$ cat config.mk
export PLATFORM = sky130hd
export DESIGN_NAME = cpu_clock_ctrl_flat
export DESIGN_NICKNAME = d
export VERILOG_FILES = /design/src/rtl/cpu_clock_ctrl_if.sv /design/src/rtl/cpu_clock_ctrl.sv /design/src/flat_wrapper.sv
export SDC_FILE = /design/constraint.sdc
export NUM_CORES = 1
export LEC_CHECK = 0
export ABC_AREA = 1
export BUFFER_PORTS_ARGS = -buffer_cell sky130_fd_sc_hd__clkbuf_2
export CAP_MARGIN = 20
export CORE_MARGIN = 2
export CORE_UTILIZATION = 51
export CTS_CLUSTER_SIZE = 12
export DETAILED_ROUTE_END_ITERATION = 6
export PLACE_DENSITY = 0.73
export SYNTH_ARGS = -nofsm -noshare
export SYNTH_HDL_FRONTEND = slang
export SYNTH_SLANG_ARGS = --single-unit
$ cat constraint.sdc
create_clock -name clk_in -period 2.5 [get_ports clk_in]
set_input_delay 0.25 -clock clk_in [delete_from_list [all_inputs] [get_ports clk_in]]
set_output_delay 0.25 -clock clk_in [all_outputs]
set_load 0.005 [all_outputs]
$ cat src/rtl/cpu_clock_ctrl_if.sv
// CPU clock controller interface: configuration/stretch inputs from the
// system side and the generated CPU clock, strobes and reset going out.
interface cpu_clock_ctrl_if #(
  parameter int DIV_W = 5
);
  logic [DIV_W-1:0] div_half;
  logic             div_load;
  logic             stretch_req;
  logic             clk_out;
  logic             clk_rise;
  logic             clk_fall;
  logic             cpu_reset_n;
  logic             div_busy;

  // system control side drives configuration and observes the clock
  modport master (
    output div_half, div_load, stretch_req,
    input  clk_out, clk_rise, clk_fall, cpu_reset_n, div_busy
  );

  // clock controller side
  modport slave (
    input  div_half, div_load, stretch_req,
    output clk_out, clk_rise, clk_fall, cpu_reset_n, div_busy
  );
endinterface

$ cat src/rtl/cpu_clock_ctrl.sv
// 68k CPU clock controller: programmable half-period divider with
// glitch-free divisor switching at the start of a period, low-phase
// stretching for slow peripherals, and a reset sequencer that releases
// cpu_reset_n together with a clk_out falling edge.
module cpu_clock_ctrl #(
  parameter int DIV_W        = 5,
  parameter int DEFAULT_HALF = 5,
  parameter int RST_CYCLES   = 16
) (
  input logic             clk_in,
  input logic             reset,
  cpu_clock_ctrl_if.slave bus
);
  // rst_cnt must hold RST_CYCLES without wrapping
  localparam int RW = $clog2(RST_CYCLES + 1);
  // a zero half-period would never reach terminal count, so clamp to 1
  localparam logic [DIV_W-1:0] HALF_INIT =
    (DEFAULT_HALF == 0) ? DIV_W'(1) : DIV_W'(DEFAULT_HALF);

  typedef enum logic {
    SEQ_HOLD = 1'b0,
    SEQ_RUN  = 1'b1
  } seq_t;

  logic [DIV_W-1:0] cnt;
  logic [DIV_W-1:0] half;
  logic [DIV_W-1:0] pending;
  logic [DIV_W-1:0] load_val;
  logic             clk_q;
  logic             rise_q;
  logic             fall_q;
  logic             busy_q;
  logic             terminal;
  logic             hold;
  logic             toggle;
  logic             do_fall;
  logic             do_rise;
  seq_t             seq_st, seq_nx;
  logic [RW-1:0]    rst_cnt, rst_cnt_nx;

  // terminal/stretch/toggle decode shared by divider, divisor and sequencer
  always_comb begin
    terminal = (cnt == (half - DIV_W'(1)));
    hold     = terminal && !clk_q && bus.stretch_req;
    toggle   = terminal && !hold;
    do_fall  = toggle && clk_q;
    do_rise  = toggle && !clk_q;
    load_val = (bus.div_half == '0) ? DIV_W'(1) : bus.div_half;
  end

  // half-period counter, registered CPU clock and edge strobes
  always_ff @(posedge clk_in or posedge reset) begin
    if (reset) begin
      cnt    <= '0;
      clk_q  <= 1'b0;
      rise_q <= 1'b0;
      fall_q <= 1'b0;
    end else begin
      if (toggle)
        cnt <= '0;
      else if (!hold)
        cnt <= cnt + DIV_W'(1);
      clk_q  <= clk_q ^ toggle;
      rise_q <= do_rise;
      fall_q <= do_fall;
    end
  end

  // divisor staging: new values wait in pending and only take effect at a
  // fall, so the high phase in progress always completes with the old half
  always_ff @(posedge clk_in or posedge reset) begin
    if (reset) begin
      half    <= HALF_INIT;
      pending <= HALF_INIT;
      busy_q  <= 1'b0;
    end else begin
      if (do_fall)
        half <= pending;
      if (bus.div_load)
        pending <= load_val;
      // a load coinciding with a fall keeps busy set for the new value
      if (bus.div_load)
        busy_q <= 1'b1;
      else if (do_fall)
        busy_q <= 1'b0;
    end
  end

  // reset sequencer state register
  always_ff @(posedge clk_in or posedge reset) begin
    if (reset) begin
      seq_st  <= SEQ_HOLD;
      rst_cnt <= '0;
    end else begin
      seq_st  <= seq_nx;
      rst_cnt <= rst_cnt_nx;
    end
  end

  // count falls while held; the RST_CYCLES-th fall releases the CPU reset
  always_comb begin
    seq_nx     = seq_st;
    rst_cnt_nx = rst_cnt;
    case (seq_st)
      SEQ_HOLD: begin
        if (do_fall) begin
          rst_cnt_nx = rst_cnt + RW'(1);
          if (rst_cnt == RW'(RST_CYCLES - 1))
            seq_nx = SEQ_RUN;
        end
      end
      SEQ_RUN: seq_nx = SEQ_RUN;
      default: seq_nx = SEQ_HOLD;
    endcase
  end

  assign bus.clk_out     = clk_q;
  assign bus.clk_rise    = rise_q;
  assign bus.clk_fall    = fall_q;
  assign bus.div_busy    = busy_q;
  assign bus.cpu_reset_n = (seq_st == SEQ_RUN);

endmodule

$ cat src/flat_wrapper.sv
// flat-port wrapper written by rule: the top's interface ports become plain ports
module cpu_clock_ctrl_flat 
#(
  parameter int DIV_W        = 5,
  parameter int DEFAULT_HALF = 5,
  parameter int RST_CYCLES   = 16
)
  (clk_in, reset, bus_div_half, bus_div_load, bus_stretch_req, bus_clk_out, bus_clk_rise, bus_clk_fall, bus_cpu_reset_n, bus_div_busy);
  cpu_clock_ctrl_if #(.DIV_W(DIV_W)) bus_i ();
  input logic clk_in;
  input logic reset;
  input wire logic [$bits(bus_i.div_half)-1:0] bus_div_half;
  input wire logic [$bits(bus_i.div_load)-1:0] bus_div_load;
  input wire logic [$bits(bus_i.stretch_req)-1:0] bus_stretch_req;
  output wire logic [$bits(bus_i.clk_out)-1:0] bus_clk_out;
  output wire logic [$bits(bus_i.clk_rise)-1:0] bus_clk_rise;
  output wire logic [$bits(bus_i.clk_fall)-1:0] bus_clk_fall;
  output wire logic [$bits(bus_i.cpu_reset_n)-1:0] bus_cpu_reset_n;
  output wire logic [$bits(bus_i.div_busy)-1:0] bus_div_busy;
  assign bus_i.div_half = bus_div_half;
  assign bus_i.div_load = bus_div_load;
  assign bus_i.stretch_req = bus_stretch_req;
  assign bus_clk_out = bus_i.clk_out;
  assign bus_clk_rise = bus_i.clk_rise;
  assign bus_clk_fall = bus_i.clk_fall;
  assign bus_cpu_reset_n = bus_i.cpu_reset_n;
  assign bus_div_busy = bus_i.div_busy;
  cpu_clock_ctrl #(.DIV_W(DIV_W), .DEFAULT_HALF(DEFAULT_HALF), .RST_CYCLES(RST_CYCLES)) u_core (.clk_in(clk_in), .reset(reset), .bus(bus_i));
endmodule
* Yosys cells after proc, flatten, opt, wreduce, memory -nomap -nowiden
Index checks and enable logic that the tools add are counted.
Cells by class: bitwise gates (word level) 2, eq/ne operators 3, add/sub/neg operators 3, reduce and logical (&&, ||, !) cells 10, mux-type cells 8
Operators with widths (count):
- $mux W5 | 3
- $add A5 B1 Y5 const B | 2
- $eq A5 B4 Y1 const B | 1
- $eq A5 B5 Y1 | 1
- $logic_and A1 B1 Y1 | 5
- $logic_not A5 Y1 | 1
- $sub A5 B1 Y5 const B | 1
- $mux W1 | 4
- $logic_not A1 Y1 | 2
- $ne A2 B2 Y1 const B | 1
- $pmux W1 S2 | 1
- $reduce_and A2 Y1 | 1
- $reduce_bool A2 Y1 | 1
- $not A1 Y1 | 1
- $xor A1 B1 Y1 | 1
Word-level totals: input port bits 9, logic and storage cells 35, register bits after elaboration 25, output and inout port bits 5

* Depth between registers and ports, before layout
Gate-level depths: netlist of run 1.
word-level depth 9, gate-level depth with buffers 16, mapped depth without buffers 16

* Worst setup path after synthesis of run 1
No wires, ideal clock.
path type register to register, start register u_core.half[0], end register u_core.rst_cnt[3], buffers on the path 0, clock period less this slack 2339 ps, data arrival time 2217 ps, library setup time 123 ps, required time 2377 ps, stages on the path, launching flop included 16, path slack 161 ps, cells stage by stage dfstp_2 -> inv_2 -> ha_1 -> inv_1 -> nand2_1 -> nand2_1 -> nor2_2 -> nand2_2 -> nor2_8 -> nand2_2 -> nor2_1 -> ha_1 -> inv_1 -> nor2_1 -> nand4_1 -> xnor2_1
Between the ends: cells in the longest elaborated chain, start to end 8
RTL lines:
- start: declaration | RTL line cpu_clock_ctrl.sv:26 | logic [DIV_W-1:0] half;
- start signal: assignment | RTL line cpu_clock_ctrl.sv:78 | half <= pending;
- $sub A5 B1 Y5 * | RTL line cpu_clock_ctrl.sv:43 | terminal = (cnt == (half - DIV_W'(1)));
- $eq A5 B5 Y1 * | RTL line cpu_clock_ctrl.sv:43
- $logic_and A1 B1 Y1 (2 in a row) | RTL line cpu_clock_ctrl.sv:44 | hold = terminal && !clk_q && bus.stretch_req;
- $logic_not A1 Y1 | RTL line cpu_clock_ctrl.sv:45 | toggle = terminal && !hold;
- $logic_and A1 B1 Y1 * | RTL line cpu_clock_ctrl.sv:45
- $logic_and A1 B1 Y1 * | RTL line cpu_clock_ctrl.sv:46 | do_fall = toggle && clk_q;
- named net u_core.do_fall | RTL line cpu_clock_ctrl.sv:36 | logic do_fall;
- $reduce_and A2 Y1 (no line) *
- end signal: assignment | RTL line cpu_clock_ctrl.sv:96 | rst_cnt <= rst_cnt_nx;
- end: declaration | RTL line cpu_clock_ctrl.sv:39 | logic [RW-1:0] rst_cnt, rst_cnt_nx;
The timed path passes the listed nets; every way through them passes the cells marked *. A chain may end at the register's enable or synchronous reset.

* Final worst setup path of run 1
Ends and elaborated chain as after synthesis.

==> flow_metrics.tcl, run 1 <==
set metrics [dict create \
    maxCapViolCount 0 \
    criticalPathCategory "reg2reg" \
    tightest_slew_ns 0.913 \
    crit_start "u_core.half[0]" \
    grt_pass1_wl_um 4010 \
    row_count 18 \
    hp-class "in2async" \
    root_buffer "clkbuf_4" \
    r2r_setup_slack_ns 0.15 \
    wl_per_cell_um 11.1 \
    status "finished, final reports clean" \
    cts_sinks 25 \
    setup_viol 0 \
    hold_buffers 0 \
    end_kind "flip-flop" \
    overflow 0 \
    r2r-end "u_core.rst_cnt[3]" \
    tns_ns 0 \
    crit_buf_inv 2 \
    h-tree-depth 1 \
    max_freq_mhz 425 \
    clk_path_buf_depth 2 \
    die_y_um 54.8 \
    final_nets 185 \
    crit_chain "inv_2, ha_1, nand2_1, nand2_1, nor2_2, nand2_2, nor2_8, nand2_2, nor2_2, ha_1, inv_1, nor2_4, nand4_1, xnor2_1" \
    start_util 0.536 \
    ioPinCount 14 \
    multi_input_area_um2 604 \
    synth_nets 167 \
    place_congestion 0.777 \
    seq_area_frac_synth 0.480 \
    io_buffers 13 \
    clk_latency_ns 0.30 \
    required_ns 2.71 \
    layout_common_cells "nand2_1, dfrtp_1, inv_1, clkbuf_2, nand3_1" \
    wirelength_um 2210 \
    die_w_um 54.8 \
    diodes 0 \
    viasPerCell 4.86 \
    cts_tree "done" \
    reg2reg_depth 14 \
    period_share 0.941 \
    syn_inst 152 \
    p_leak_uw 0.000779 \
    synth.cell_area_um2 1320 \
    dr.pass1.iters 4 \
    synth.distinct_cells 23 \
    crit_end "u_core.rst_cnt[3]" \
    critPathTopFamily "simple AND/OR/NAND/NOR gates" \
    skew_ns 0.00478 \
    yosys_warnings 0 \
    hold_violations 0 \
    p_per_area_nw_per_um2 1060 \
    antenna_found_initial 0 \
    slew_viol_final 0 \
    maxSlewHeadroom 0.391 \
    fillers 220 \
    drive_above_1_share 0.254 \
    worstReg2RegStart "u_core.half[0]" \
    fin_area_um2 1460 \
    post_cts_buffers 0 \
    drtAntennaViolNets 0 \
    cp_num_cells 14 \
    cp.arrival_ns 2.56 \
    placed_cell_area_um2 1420 \
    cp_slowest_cell "dfstp_2" \
    core_um2 2450 \
    ir_drop_v 0.000506 \
    critPathMaxFanout 6 \
    layout_commonest_cell "nand2_1" \
    grt_pass1_vias 961 \
    cts.clk_slew.worst_paths_ns 0.13 \
    grtUsageTotal 0.186 \
    syn_to_final_growth_pct 10.8 \
    drt_iter0_markers 10 \
    vias 968 \
    regArea_um2 631 \
    critPathLaunchType "flip-flop" \
    dieArea_um2 3000 \
    drc_errors 0 \
    dp_hpwl_um 1730 \
    min_period_ns 2.35 \
    synth_seq_cells 25 \
    postSynthAreaPerCell_um2 8.65 \
    numCtsBuffers 3 \
    grt_start_max_net_pins 26 \
    slowest_delay_ns 0.56 \
]
cells in the mapped netlist:
master	n	area share
clkinv_1	1	0.0029
inv_2	5	0.014
nor2_4	1	0.0086
nor2_2	1	0.0048
dfstp_2	4	0.080
inv_1	17	0.049
nor3_1	1	0.0038
clkbuf_1	1	0.0029
o21ai_2	2	0.013
ha_1	6	0.057
nand4_1	4	0.019
nand2_4	1	0.0086
xnor2_1	1	0.0067
nor2_8	2	0.030
dfrtp_1	21	0.40
nor2_1	10	0.029
a21o_1	1	0.0057
o21ai_0	6	0.023
nand3_4	1	0.013
xor2_1	5	0.033
nand2_2	7	0.033
nand2_1	45	0.13
nand3_1	9	0.034
flip-flops by register name (all words and copies together) (netlist names):
name,count
u_core.bus.clk_rise,1
u_core.half,5
u_core.bus.cpu_reset_n,1
u_core.pending,5
u_core.cnt,5
u_core.bus.clk_out,1
u_core.rst_cnt,5
u_core.bus.clk_fall,1
u_core.bus.div_busy,1
how the worst min path moves through the flow:
stage,endpoint,cells after the start,from,slack (ns)
2_1_floorplan,u_core.bus.clk_fall,1,reset,0.27
3_3_place_gp,u_core.pending[2],3,bus_div_half[2],0.45
3_5_place_dp,u_core.pending[2],2,u_core.pending[2],0.46
4_1_cts,u_core.pending[2],3,bus_div_half[2],0.13
5_1_grt,u_core.pending[2],3,bus_div_half[2],0.12
6_report,u_core.bus.clk_rise,2,reset,0.10
per-stage QoR:
step                power [uW]  instances  hold slack, ns   util  setup WS [ns]
finish                    1540        199           0.101  0.594          0.148
global route              1710        199           0.120  0.594        -0.0242
CTS                       1560        199           0.125  0.591         0.0728
detailed placement        1380        195           0.458  0.579       -0.00856
global placement          1340        195           0.450  0.579         0.0913
floorplan                 1230        152           0.274      -          0.161
layer usage:
layer	wire, um	global-route usage	vias to the layer above	part of all wire
li1	-	-	504	-
met1	978	0.222	452	0.44
met2	1160	0.345	12	0.52
met3	70	0.0383	0	0.032
met4	0	0.0250	0	0
met5	0	0	-	0
cell families (layout without fill, tap and decap cells):
kind of cell / Yosys count / count (layout) / share of synthesized area
AND/OR/NAND/NOR: 82 / 82 / 0.313
flip-flops: 25 / 25 / 0.480
buffers and inverters: 24 / 41 / 0.0685
AO/OA/AOI/OAI: 9 / 9 / 0.0419
adder cells (fa/ha/maj): 6 / 6 / 0.0571
XOR/XNOR: 6 / 6 / 0.0400
where the power goes:
group / switching (uW) / internal (uW) / total, uW
Sequential: 114 / 538 / 653
Clock: 112 / 62.1 / 174
Combinational: 450 / 268 / 718
Total: 676 / 869 / 1540
timing repair:
item	4_1_cts	5_1_grt
resized for setup	1	2
endpoints found under the hold margin	0	0
cloned	0	0
setup endpoints to repair	2	4
area by class of cell:
cell class | instances | area share
timing repair buffer | 14 | 0.0498
inverter | 23 | 0.0592
clock buffer | 4 | 0.0180
tap | 30 | 0.0258
multi-input combinational | 103 | 0.415
sequential | 25 | 0.433
(Power assumes the default switching activity.)
==> run 2, diff against run 1 <==
- REMOVE_ABC_BUFFERS: not set -> 1
==> run 2 against run 1 <==
Effect of this change:
- maximum frequency rose by 0.92%
- count of clock-buffer cells in the layout shrank 1
- sequential power about the same
==> flow_metrics.tcl, run 2 (synthesis results as in run 1) <==
set metrics [dict create \
    tightest_slew_ns 0.922 \
    tns_ns 0 \
    die_w_um 54.8 \
    row_count 18 \
    period_share 0.932 \
    grt_start_max_net_pins 26 \
    maxCapViolCount 0 \
    drc_errors 0 \
    critPathMaxFanout 6 \
    ir_drop_v 0.000540 \
    die_y_um 54.8 \
    wirelength_um 2260 \
    layout_common_cells "nand2_1, dfrtp_1, inv_1, clkbuf_2, nand3_1" \
    setup_viol 0 \
    r2r-end "u_core.rst_cnt[3]" \
    end_kind "flip-flop" \
    place_congestion 0.806 \
    status "finished, final reports clean" \
    grt_pass1_wl_um 3800 \
    syn_to_final_growth_pct 11.7 \
    skew_ns 0.00239 \
    r2r_setup_slack_ns 0.17 \
    dr.pass1.iters 4 \
    hold_violations 0 \
    p_per_area_nw_per_um2 1060 \
    final_nets 186 \
    vias 996 \
    drive_above_1_share 0.271 \
    grt_pass1_vias 922 \
    root_buffer "clkbuf_4" \
    crit_buf_inv 3 \
    drtAntennaViolNets 0 \
    reg2reg_depth 15 \
    crit_chain "inv_2, ha_1, inv_1, nand2_1, nand2_1, nor2_2, nand2_2, nor2_8, nand2_2, nor2_2, ha_2, inv_1, nor2_4, nand4_1, xnor2_1" \
    hold_buffers 0 \
    diodes 0 \
    hp-class "in2async" \
    cts_sinks 25 \
    clk_latency_ns 0.31 \
    core_um2 2450 \
    criticalPathCategory "reg2reg" \
    maxSlewHeadroom 0.385 \
    p_leak_uw 0.000785 \
    fillers 237 \
    fin_hold_ws_ns 0.101 \
    h-tree-depth 1 \
    wl_per_cell_um 11.3 \
    cts.clk_slew.worst_paths_ns 0.14 \
    layout_commonest_cell "nand2_1" \
    max_freq_mhz 429 \
    numCtsBuffers 3 \
    slew_viol_final 0 \
    crit_start "u_core.half[0]" \
    drt_iter0_markers 11 \
    cp.arrival_ns 2.55 \
    worstReg2RegStart "u_core.half[0]" \
    start_util 0.536 \
    crit_end "u_core.rst_cnt[3]" \
    io_buffers 13 \
    viasPerCell 4.98 \
    ioPinCount 14 \
    min_period_ns 2.33 \
    grtUsageTotal 0.179 \
    cp_num_cells 15 \
    critPathLaunchType "flip-flop" \
    slowest_delay_ns 0.56 \
    critPathTopFamily "simple AND/OR/NAND/NOR gates" \
    overflow 0 \
    dieArea_um2 3000 \
    cts_tree "done" \
    dp_hpwl_um 1760 \
    clk_path_buf_depth 2 \
    rsz0062_at_grt "no" \
    cp_slowest_cell "dfstp_2" \
    antenna_found_initial 0 \
    required_ns 2.72 \
]
## run 2: cell count changes in the layout (fill, tap and decap cells not counted)
| cell | change |
|---|---|
| buf_4 | +1 |
| clkbuf_1 | -1 |
| clkinv_2 | +1 |
| ha_1 | -1 |
| ha_2 | +1 |
## run 2: routing by layer
layer / GRT usage / vias up / part of all wire
met1: 0.209 / 463 / 0.46
met5: 0 / - / 0
li1: - / 509 / -
met4: 0.100 / 0 / 0.025
met3: 0.0273 / 6 / 0.031
met2: 0.312 / 18 / 0.48
## run 2: area by class of cell
cell class	instances	area, um2	area share
clock buffer	3	22.5	0.0153
clock inverter	1	5.00	0.00341
inverter	23	86.3	0.0588
multi-input combinational	103	607	0.413
sequential	25	631	0.429
tap	30	37.5	0.0256
timing repair buffer	15	80.1	0.0545
## run 2: worst reg2reg max path, cell delays in order (launching register included)
cell	delay, ns
dfstp_2	0.56
inv_2	0.05
ha_1	0.30
inv_1	0.05
nand2_1	0.05
nand2_1	0.05
nor2_2	0.08
nand2_2	0.09
nor2_8	0.13
nand2_2	0.11
nor2_2	0.12
ha_2	0.19
inv_1	0.07
nor2_4	0.12
nand4_1	0.12
xnor2_1	0.14
## run 2: how the worst min path moves through the flow
| stage | endpoint | slack [ns] | cells past startpoint |
|---|---|---|---|
| 3_3_place_gp | u_core.pending[2] | 0.45 | 3 |
| 5_1_grt | u_core.pending[2] | 0.13 | 3 |
| 2_1_floorplan | u_core.bus.clk_fall | 0.27 | 1 |
| 3_5_place_dp | u_core.pending[4] | 0.46 | 2 |
| 6_report | u_core.cnt[0] | 0.10 | 2 |
| 4_1_cts | u_core.pending[2] | 0.12 | 3 |
## run 2: what timing repair did
action                                  4_1_cts  5_1_grt
setup buffers                                 0        0
endpoints found under the setup margin        0        5
resized for setup                             0        4
## run 2: power by group
group / internal, uW / switching (uW) / total [uW]
clock: 59.7 / 121 / 181
combinational: 270 / 449 / 719
sequential: 538 / 115 / 653
## run 2: through the flow
stage,power (uW),area [um2],setup WS [ns],utilization,instances
2_1_floorplan,1230,1310,-0.0135,-,151
3_3_place_gp,1340,1430,0.169,0.582,196
3_5_place_dp,1380,1430,0.0594,0.582,196
4_1_cts,1560,1460,0.0287,0.593,200
5_1_grt,1680,1470,0.00223,0.598,200
6_report,1550,1470,0.169,0.598,200
==> run 3, diff against run 2 <==
- CORE_MARGIN: 2 -> not set
- SETUP_SLACK_MARGIN: not set -> 0.4
==> run 3 against run 2 <==
Effect of this change:
- final cell count rose by 2.5%
- utilization is 3.5 points higher
- non-clock buffer count grew 5
- setup slack improved by 0.19 ns
- critical endpoint unchanged
- largest cell class is now multi-input gates
- highest routed layer unchanged
==> flow_metrics.tcl, run 3 (synthesis results as in run 1) <==
set metrics [dict create \
    status "finished, final reports clean" \
    skew_ns 0.00372 \
    diodes 0 \
    die_w_um 52.8 \
    wirelength_um 2310 \
    grt_pass1_wl_um 3950 \
    dr.pass1.iters 4 \
    cp_slowest_cell "dfstp_2" \
    vias 1029 \
    layout_commonest_cell "nand2_1" \
    die_y_um 52.8 \
    end_kind "flip-flop" \
    final_util 0.633 \
    multi_input_area_um2 647 \
    cp.arrival_ns 2.37 \
    grtUsageTotal 0.200 \
    start_util 0.536 \
    clockPowerShare 0.109 \
    drtAntennaViolNets 0 \
    dp_cells 195 \
    clk_latency_ns 0.32 \
    final_cells 205 \
    wl_met1_um 1020 \
    wl_met2_um 1210 \
    syn_to_final_growth_pct 18.2 \
    dr_wl_met3_um 73 \
    r2r_setup_slack_ns 0.36 \
    p_comb_frac 0.498 \
    cts.clk_slew.worst_paths_ns 0.14 \
    p_per_area_nw_per_um2 1080 \
    slowest_delay_ns 0.58 \
    max_freq_mhz 466 \
    p_switching_uw 742 \
    maxCapViolCount 0 \
    slew_viol_final 0 \
    antenna_found_initial 0 \
    critPathMaxFanout 4 \
    p_int_uw 938 \
    final_nets 191 \
    crit_chain "inv_4, ha_4, inv_2, nand2_2, nand2_2, nor2_2, nand2_2, nor2_8, nand2_4, nor2_4, ha_4, inv_4, nor2_4, nand4_1, xnor2_1" \
    crit_start "u_core.half[0]" \
    dp_hpwl_um 1650 \
    overflow 0 \
    critPathLaunchType "flip-flop" \
    power_switching_share 0.442 \
    worstReg2RegStart "u_core.half[0]" \
    min_period_ns 2.14 \
    hold_violations 0 \
    maxSlewHeadroom 0.396 \
    grt_pass1_vias 950 \
    grt_start_max_net_pins 26 \
    drt_iter0_markers 27 \
    ioPinCount 14 \
    setup_viol 0 \
    ir_drop_v 0.000739 \
    row_count 18 \
    highest_layer "met4" \
    h-tree-depth 1 \
    drc_errors 0 \
    drive_above_1_share 0.331 \
    numCtsBuffers 3 \
    wl_per_cell_um 11.3 \
    cts_tree "done" \
    clk_path_buf_depth 2 \
    dieArea_um2 2790 \
    required_ns 2.72 \
    criticalPathCategory "reg2reg" \
    regArea_um2 631 \
    rsz0062_at_grt "yes" \
    period_share 0.858 \
    layout_common_cells "nand2_1, dfrtp_1, inv_1, clkbuf_2" \
    cpMostUsedCell "nand2_2" \
    core_um2 2450 \
    viasPerCell 5.02 \
    hp-class "in2async" \
    seq_power_share 0.393 \
    p_leak_uw 0.000816 \
    tightest_slew_ns 0.905 \
    place_congestion 0.791 \
    fillers 206 \
    root_buffer "clkbuf_4" \
    cts_sinks 25 \
    io_buffers 13 \
]
==> run 3: through the flow <==
stage          setup slack (ns)  area, um2  total power (uW)  hold slack (ns)  TNS [ns]
3_5_place_dp             -0.113       1420              1370            0.454    -0.266
6_report                  0.356       1550              1680           0.0844         0
4_1_cts                   0.252       1540              1660           0.0976         0
3_3_place_gp             0.0957       1420              1340            0.447         0
5_1_grt                   0.207       1550              1840           0.0849         0
2_1_floorplan           -0.0135       1310              1230            0.274   -0.0135
==> run 3: worst paths after layout <==
check / to / cells past startpoint
min in group clk_in: u_core.pending[2] / 3
hold / removal: u_core.bus.clk_out / 2
hold reg to reg: u_core.pending[2] / 2
setup reg to reg: u_core.rst_cnt[3] / 15
setup / recovery: u_core.rst_cnt[3] / 15
max in group asynchronous: u_core.rst_cnt[1] / 2
==> run 3: final cells by class <==
class | count | share of cell area
Sequential cell | 25 | 0.406
Tap cell | 30 | 0.0242
Clock inverter | 1 | 0.00483
Inverter | 23 | 0.0588
Multi-Input combinational cell | 103 | 0.416
Clock buffer | 3 | 0.0145
Timing Repair Buffer | 20 | 0.0757
==> run 3: power groups by stage <==
stage	clock network, uW	logic (uW)	registers [uW]
floorplan	0	595	633
global placement	0	686	654
detailed placement	0	711	660
CTS	189	811	658
global route	207	955	677
finish	183	836	661
==> run 3: layer usage <==
| metal | up-vias | track usage |
|---|---|---|
| li1 | 520 | - |
| met1 | 488 | 0.239 |
| met2 | 19 | 0.357 |
| met3 | 2 | 0.0522 |
| met4 | 0 | 0.0395 |
| met5 | - | 0 |
==> run 3: worst max-delay path: cells and delay by family, from the launching register on <==
kind                     cells  cell delay (ns)
adder cells (fa/ha/maj)      2             0.42
buffers and inverters        3             0.11
AND/OR/NAND/NOR              9             0.80
flip-flops                   1             0.58
XOR/XNOR                     1             0.14
==> run 3: timing repair <==
action                                  4_1_cts  5_1_grt
resized for setup                            13        4
pin swaps                                     9       10
setup buffers                                 5        1
endpoints found under the setup margin       13       11
hold buffers                                  0        0
